`src/rtl/uart_tx_arbiter.sv`:
```
// Shares one UART transmitter among NREQ byte-stream requesters, granting whole
// messages round-robin and revoking a grant whose owner goes quiet for too long.
module uart_tx_arbiter #(
  parameter int NREQ    = 3,
  parameter int TIMEOUT = 255
) (
  input  logic              clk,
  input  logic              RsTx,
  input  logic [NREQ-1:0]   req_valid,
  input  logic [8*NREQ-1:0] req_data,
  input  logic [NREQ-1:0]   req_last,
  output logic [NREQ-1:0]   req_ready,
  output logic              tx_valid,
  output logic [7:0]        tx_data,
  input  logic              tx_ready,
  output logic [1:0]        grant_id,
  output logic              busy,
  output logic              abort_pulse
);
  // state | meaning
  // IDLE  | no owner; arbitrate among req_valid starting at rr_ptr
  // OWN   | grant_id owns the transmitter; its bytes pass through tx register
  // DRAIN | message ended or revoked; wait for the held byte to leave, then release
  typedef enum logic [1:0] {IDLE, OWN, DRAIN} state_t;

  localparam logic [7:0] TIMEOUT_CNT = 8'(TIMEOUT);

  state_t          state;
  logic [1:0]      rr_ptr;
  logic [1:0]      win_id;
  logic [1:0]      next_ptr;
  logic            any_req;
  logic [7:0]      idle_cnt;
  logic [7:0]      idle_inc;
  logic [NREQ-1:0] own_oh;
  logic [NREQ-1:0] rot;
  logic            own_valid;
  logic            own_last;
  logic [7:0]      own_data;
  logic            slot_free;
  logic            accept;
  logic            tx_fire;
  logic            timeout_hit;
  int              idx;

  assign own_oh      = NREQ'(1) << grant_id;
  assign own_valid   = |(req_valid & own_oh);
  assign own_last    = |(req_last & own_oh);
  assign own_data    = 8'(req_data >> {grant_id, 3'b000});
  assign slot_free   = !tx_valid || tx_ready;
  assign accept      = (state == OWN) && own_valid && slot_free;
  assign tx_fire     = tx_valid && tx_ready;
  assign req_ready   = (state == OWN && slot_free) ? own_oh : '0;
  assign idle_inc    = (idle_cnt == 8'hFF) ? 8'hFF : idle_cnt + 8'd1;
  assign timeout_hit = (state == OWN) && !own_valid && (idle_inc >= TIMEOUT_CNT);
  assign next_ptr    = (grant_id == 2'(NREQ-1)) ? 2'd0 : grant_id + 2'd1;

  // Scan from the highest offset down so the requester closest to rr_ptr wins.
  always_comb begin
    any_req = 1'b0;
    win_id  = 2'd0;
    idx     = 0;
    rot     = '0;
    for (int k = NREQ-1; k >= 0; k--) begin
      idx = int'(rr_ptr) + k;
      if (idx >= NREQ) idx = idx - NREQ;
      rot = req_valid >> idx;
      if (rot[0]) begin
        any_req = 1'b1;
        win_id  = 2'(idx);
      end
    end
  end

  always_ff @(posedge clk or negedge RsTx) begin
    if (!RsTx) begin
      state       <= IDLE;
      rr_ptr      <= 2'd0;
      grant_id    <= 2'd0;
      busy        <= 1'b0;
      tx_valid    <= 1'b0;
      tx_data     <= 8'h00;
      abort_pulse <= 1'b0;
      idle_cnt    <= 8'd0;
    end else begin
      abort_pulse <= 1'b0;
      if (accept) begin
        tx_valid <= 1'b1;
        tx_data  <= own_data;
      end else if (tx_fire) begin
        tx_valid <= 1'b0;
      end
      case (state)
        IDLE: begin
          if (any_req) begin
            grant_id <= win_id;
            busy     <= 1'b1;
            idle_cnt <= 8'd0;
            state    <= OWN;
          end
        end
        OWN: begin
          if (accept) begin
            idle_cnt <= 8'd0;
            if (own_last) state <= DRAIN;
          end else if (timeout_hit) begin
            idle_cnt    <= idle_inc;
            abort_pulse <= 1'b1;
            state       <= DRAIN;
          end else if (!own_valid) begin
            idle_cnt <= idle_inc;
          end
        end
        DRAIN: begin
          if (!tx_valid || tx_fire) begin
            busy   <= 1'b0;
            rr_ptr <= next_ptr;
            state  <= IDLE;
          end
        end
        default: state <= IDLE;
      endcase
    end
  end
endmodule

```
`config.mk`:
```
export PLATFORM = sky130hd
export DESIGN_NAME = uart_tx_arbiter
export DESIGN_NICKNAME = d
export VERILOG_FILES = /design/src/rtl/uart_tx_arbiter.sv
export SDC_FILE = /design/constraint.sdc
export NUM_CORES = 1
export LEC_CHECK = 0
export ABC_AREA = 1
export CAP_MARGIN = 10
export CORE_UTILIZATION = 35
export DETAILED_ROUTE_END_ITERATION = 7
export GPL_TIMING_DRIVEN = 0
export PLACE_DENSITY_LB_ADDON = 0.12
export SLEW_MARGIN = 40
export SYNTH_ARGS = -nofsm -noshare
export SYNTH_HDL_FRONTEND = slang
export SYNTH_SLANG_ARGS = --single-unit
export TNS_END_PERCENT = 20
```
`constraint.sdc`:
```
create_clock -name clk -period 3.5 [get_ports clk]
set_clock_uncertainty 0.15 [all_clocks]
set_input_delay 0.7 -clock clk [delete_from_list [all_inputs] [get_ports clk]]
set_output_delay 0.7 -clock clk [all_outputs]
set_load 0.005 [all_outputs]
```
==> Word level (Yosys, flattened, before mapping) <==
Cells that the tools add are included.
{ "totals": {"latch_bits": 0, "mem_count": 0, "ram_bits": 0, "romBits": 0, "wordCells": 87, "reg_bits": 25} }
{ "op_classes": {"bitwise_logic": 2, "div": 0, "reduce_logical": 21, "n_mux": 31, "mul": 0, "magnitude_cmp": 4, "shift": 5, "add_sub_neg": 7, "n_eq_ne": 9} }
{ "ops": {"columns": ["operator", "n"], "rows": [
  ["$mux 32", 3],
  ["$shr 3x32->1", 3],
  ["$mux 8", 5],
  ["$shr 24x5->8", 1],
  ["$mux 2", 9],
  ["$pmux 8 s2", 1],
  ["$mux 1", 10],
  ["$add 8x1->8 const B", 1],
  ["$eq 8x8->1 const B", 1],
  ["$ge 8x8->1 const B", 1],
  ["$sub 3x2->4 const B", 2],
  ["$and 3x3->3", 2],
  ["$ge 3x2->1 const B", 2],
  ["$logic_and 1x1->1", 6],
  ["$ne 3x3->1 const B", 2],
  ["$pmux 2 s3", 1],
  ["$reduce_and 3->1", 2],
  ["$reduce_bool 2->1", 3],
  ["$reduce_or 3->1", 2],
  ["$eq 2x2->1 const B", 2],
  ["$ne 2x2->1 const B", 2],
  ["$ne 4x4->1 const B", 1],
  ["$reduce_and 2->1", 2],
  ["$reduce_and 4->1", 1],
  ["other kinds (12)", 14]
]} }

==> Depth between registers and ports, before layout <==
{ "depth": {"ltp_word": 9, "depth_mapped": 12, "ltp_nobuf": 12} }

==> Worst setup path before layout <==
OpenSTA, ideal clock, no wires.
{ "synth_timing": {"kind": "input -> output", "from": "input port tx_ready", "to": "output port req_ready[0]", "n_path_buf": 0, "stages": 4, "path_slack_ps": 1512, "t_arrival_ps": 1138, "required_time_ps": 2650, "path_cell_list": "nor2_1 -> nor2_1 -> inv_1 -> nor3_1"} }
{ "synth_between": {"elab_chain_len": 3} }
{ "synth_rtl": {"columns": ["element", "line_no", "text"], "rows": [
  ["start: declaration", "15", "input logic tx_ready,"],
  ["$logic_or 1x1->1", "50", "assign slot_free = !tx_valid || tx_ready;"],
  ["$logic_and 1x1->1", "53", "assign req_ready = (state == OWN && slot_free) ? own_oh : '0;"],
  ["$mux 3", "53", null],
  ["end: declaration", "12", "output logic [NREQ-1:0] req_ready,"]
]} }
Every way passes these cells.

==> Worst setup path after layout <==
Ends and elaborated chain as after synthesis.

==> impl_metrics.yaml <==
run_status:
  status: "finished, final reports clean"
detailed_routing:
  avgViaCountPerCell: 4.505
  drt_first_pass_iters: 4
  ant_nets: 0
  num_vias: 1658
  drtIter0Drc: 63
  detail_route.wirelength_um: 4199
  remaining_drc_errors: 0
  wire_per_inst_um: 11.41
cts:
  root_buffer: "clkbuf_8"
  clockBufferDepth: 2
  hold_buffers: 0
  clock-sinks: 25
  cts_setup_buffers: 0
  ctsResizeCount: 0
  cts_buffers: 3
  clkSlewWorstSetupHoldPaths_ps: 90
  insertion_delay_ps: 270
  cts_tree: "built"
  cts.htree.levels: 1
timing:
  setup_viol: 0
  period_share_pct: 86.90
  worst_pin_slew_ps: 588.9
  min_period_ps: 3042
  slew_headroom_pct: 60.74
  fmax_mhz: 328.8
  finalSetupTns_ps: 0
  rsz0062_at_grt: "no"
  finalMaxSlewViolations: 0
  hold_viol: 0
floorplan:
  die_area_sq_mm: 0.005181
  initial_core_util_pct: 36.29
  num_io_pins: 49
  core_area_sq_mm: 0.004723
  die_w_um: 71.98
  die_y_um: 71.98
  rows: 25
layout:
  final_common_cell: "nand2_1"
  n_antenna_cell: 0
  drive_gt1_share_pct: 9.967
  final_cell_mix: "nand2_1, clkdlybuf4s50_1, nor2_1, inv_1, dfrtp_1"
  post-route-util_pct: 49.17
  num-nets-final: 342
  fillers: 481
  area_growth_pct: 35.47
power:
  clock_power_share_pct: 10.9
  power_frac_comb_pct: 59.9
  seq_power_share_pct: 29.1
  ir_worst_vdd_mv: 0.3777
  switching_power_w: 0.0007258
  leakage_nw: 1.060
  p_int_w: 0.0008948
  total_power_w: 0.001621
  sw_frac_of_total_pct: 44.78
  power_density_mw_per_mm2: 697.9
setup_path:
  crit_type: "input port to output port"
  rrSetupSlack_ps: 1340
  reg2regPathDepth: 12
  r2r-start: "rr_ptr[1]"
  r2r_end: "idle_cnt[6]"
  critPathMaxFanout: 5
  crit_arrival_ps: 2190
  endpoint_kind: "output port"
  crit_required_ps: 2650
  start_kind: "input port"
global_route:
  grt_usage_pct: 18.45
  gr-usage-met3_pct: 4.722
  grt_first_pass_wirelength_um: 7617
  grt_max_degree: 26
  grt_pass1_vias: 1700
  use_met1_pct: 23.34
  antenna_found_initial: 0
  grt_busiest_layer: "met2"
  use_met2_pct: 32.08
  overflow: 0
yosys:
  synth_seq_cells: 25
  ys.flop_type: "dfrtp_1"
  syn_area_sq_mm: 0.001714
  yosysWarnings: 0
  synthArstFlopShare_pct: 100.0
  synth_fp_nets: 289
  yosysSeqAreaShare_pct: 36.50
  avgSynthCellArea_sq_um: 6.884
  synth_edf_count: 0
  ys_types: 26
  syn_inst: 249
placement:
  port_buffers: 48
  gp_congestion: 0.8496
  hpwlAfterDp_um: 3200
worst_hold_path:
  hold_class: "input port to async pin"
job:
  drv_cap: 0
[flip-flops by register name, summed over array words and instances (netlist names)]
register and cells:
rr_ptr 2, grant_id 2, state 2, abort_pulse 1, idle_cnt 8, tx_data 8
tx_valid 1, busy 1
[worst max-delay path, stage by stage]
cell and delay [ps]:
clkdlybuf4s50_1 460, nor2_1 90, nor2_1 160, inv_1 100, nor3_1 150, clkdlybuf4s50_1 530
[cell type report]
cell class                      instances  area (sq um)  area share, %
Sequential cell                        25         625.6          26.94
Inverter                               32         122.6          5.280
Multi-Input combinational cell        187         933.4          40.19
Clock inverter                          1         7.507         0.3233
Tap cell                               67         83.83          3.610
Buffer                                  5         32.53          1.401
Clock buffer                            3         41.29          1.778
Timing Repair Buffer                   48         475.5          20.47
[how the worst max path moves through the flow]
stage	from	end	slack, ps
final	tx_ready	req_ready[0]	460
after global routing	tx_ready	req_ready[0]	320
after CTS	tx_ready	req_ready[2]	450
after detailed placement	tx_ready	req_ready[0]	470
after global placement	tx_ready	req_ready[2]	440
after floorplan	tx_ready	req_ready[0]	1510
[metal layers]
| layer | wire length (um) | part of all wire (%) | up-vias |
|---|---|---|---|
| met5 | 0 | 0 | - |
| met4 | 24 | 0.57 | 0 |
| met3 | 215 | 5.1 | 2 |
| met2 | 1984 | 47 | 35 |
| met1 | 1974 | 47 | 722 |
| li1 | - | - | 899 |
[power groups by stage]
stage	clock network [W]	logic, W	registers [W]
after floorplan	0	0.000621	0.000470
after global placement	0	0.000979	0.000478
after global routing	0.000199	0.00112	0.000486
after detailed placement	0	0.000982	0.000474
after CTS	0.000194	0.000985	0.000472
final	0.000177	0.000971	0.000472
[synthesized netlist by cell type, types with 2 or more instances]
cell       n  area (sq um)
dfrtp_1   25         625.6
nor3_1     3         15.01
inv_2      6         22.52
buf_2      2         10.01
nand2_2    4         25.02
a21oi_1    4         20.02
nand3b_1   2         15.01
o21ai_1    9         45.04
a41oi_1    8         70.07
nor2_1    33         123.9
nor2_2     2         12.51
o21ai_2    2         17.52
nand4_1    3         18.77
ha_1       7         87.58
o21ai_0    6         30.03
nand3_1   15         75.07
nor2_4     2         22.52
buf_4      3         22.52
inv_1     25         93.84
o211ai_1   2         15.01
nand2_1   81         304.0
[through the flow]
step           std cells  hold WS (ps)  worst slack, ps  instance area (sq um)
6_report             368         269.4            458.4                   2322
3_3_place_gp         364         338.5            441.5                   2278
2_1_floorplan        249         254.4             1512                   1714
4_1_cts              368         290.7            450.4                   2322
3_5_place_dp         364         343.8            465.8                   2273
5_1_grt              368         308.4            322.1                   2322
[kinds of logic (layout without fill, tap and decap cells)]
kind of cell | Yosys count | in the layout | synth area share (%)
buf+inv | 37 | 89 | 9.051
flops | 25 | 25 | 36.50
fa+ha+maj | 7 | 7 | 5.109
simple gates | 148 | 148 | 37.30
compound gates | 32 | 32 | 12.04
Power figures use the tool's default switching activity.
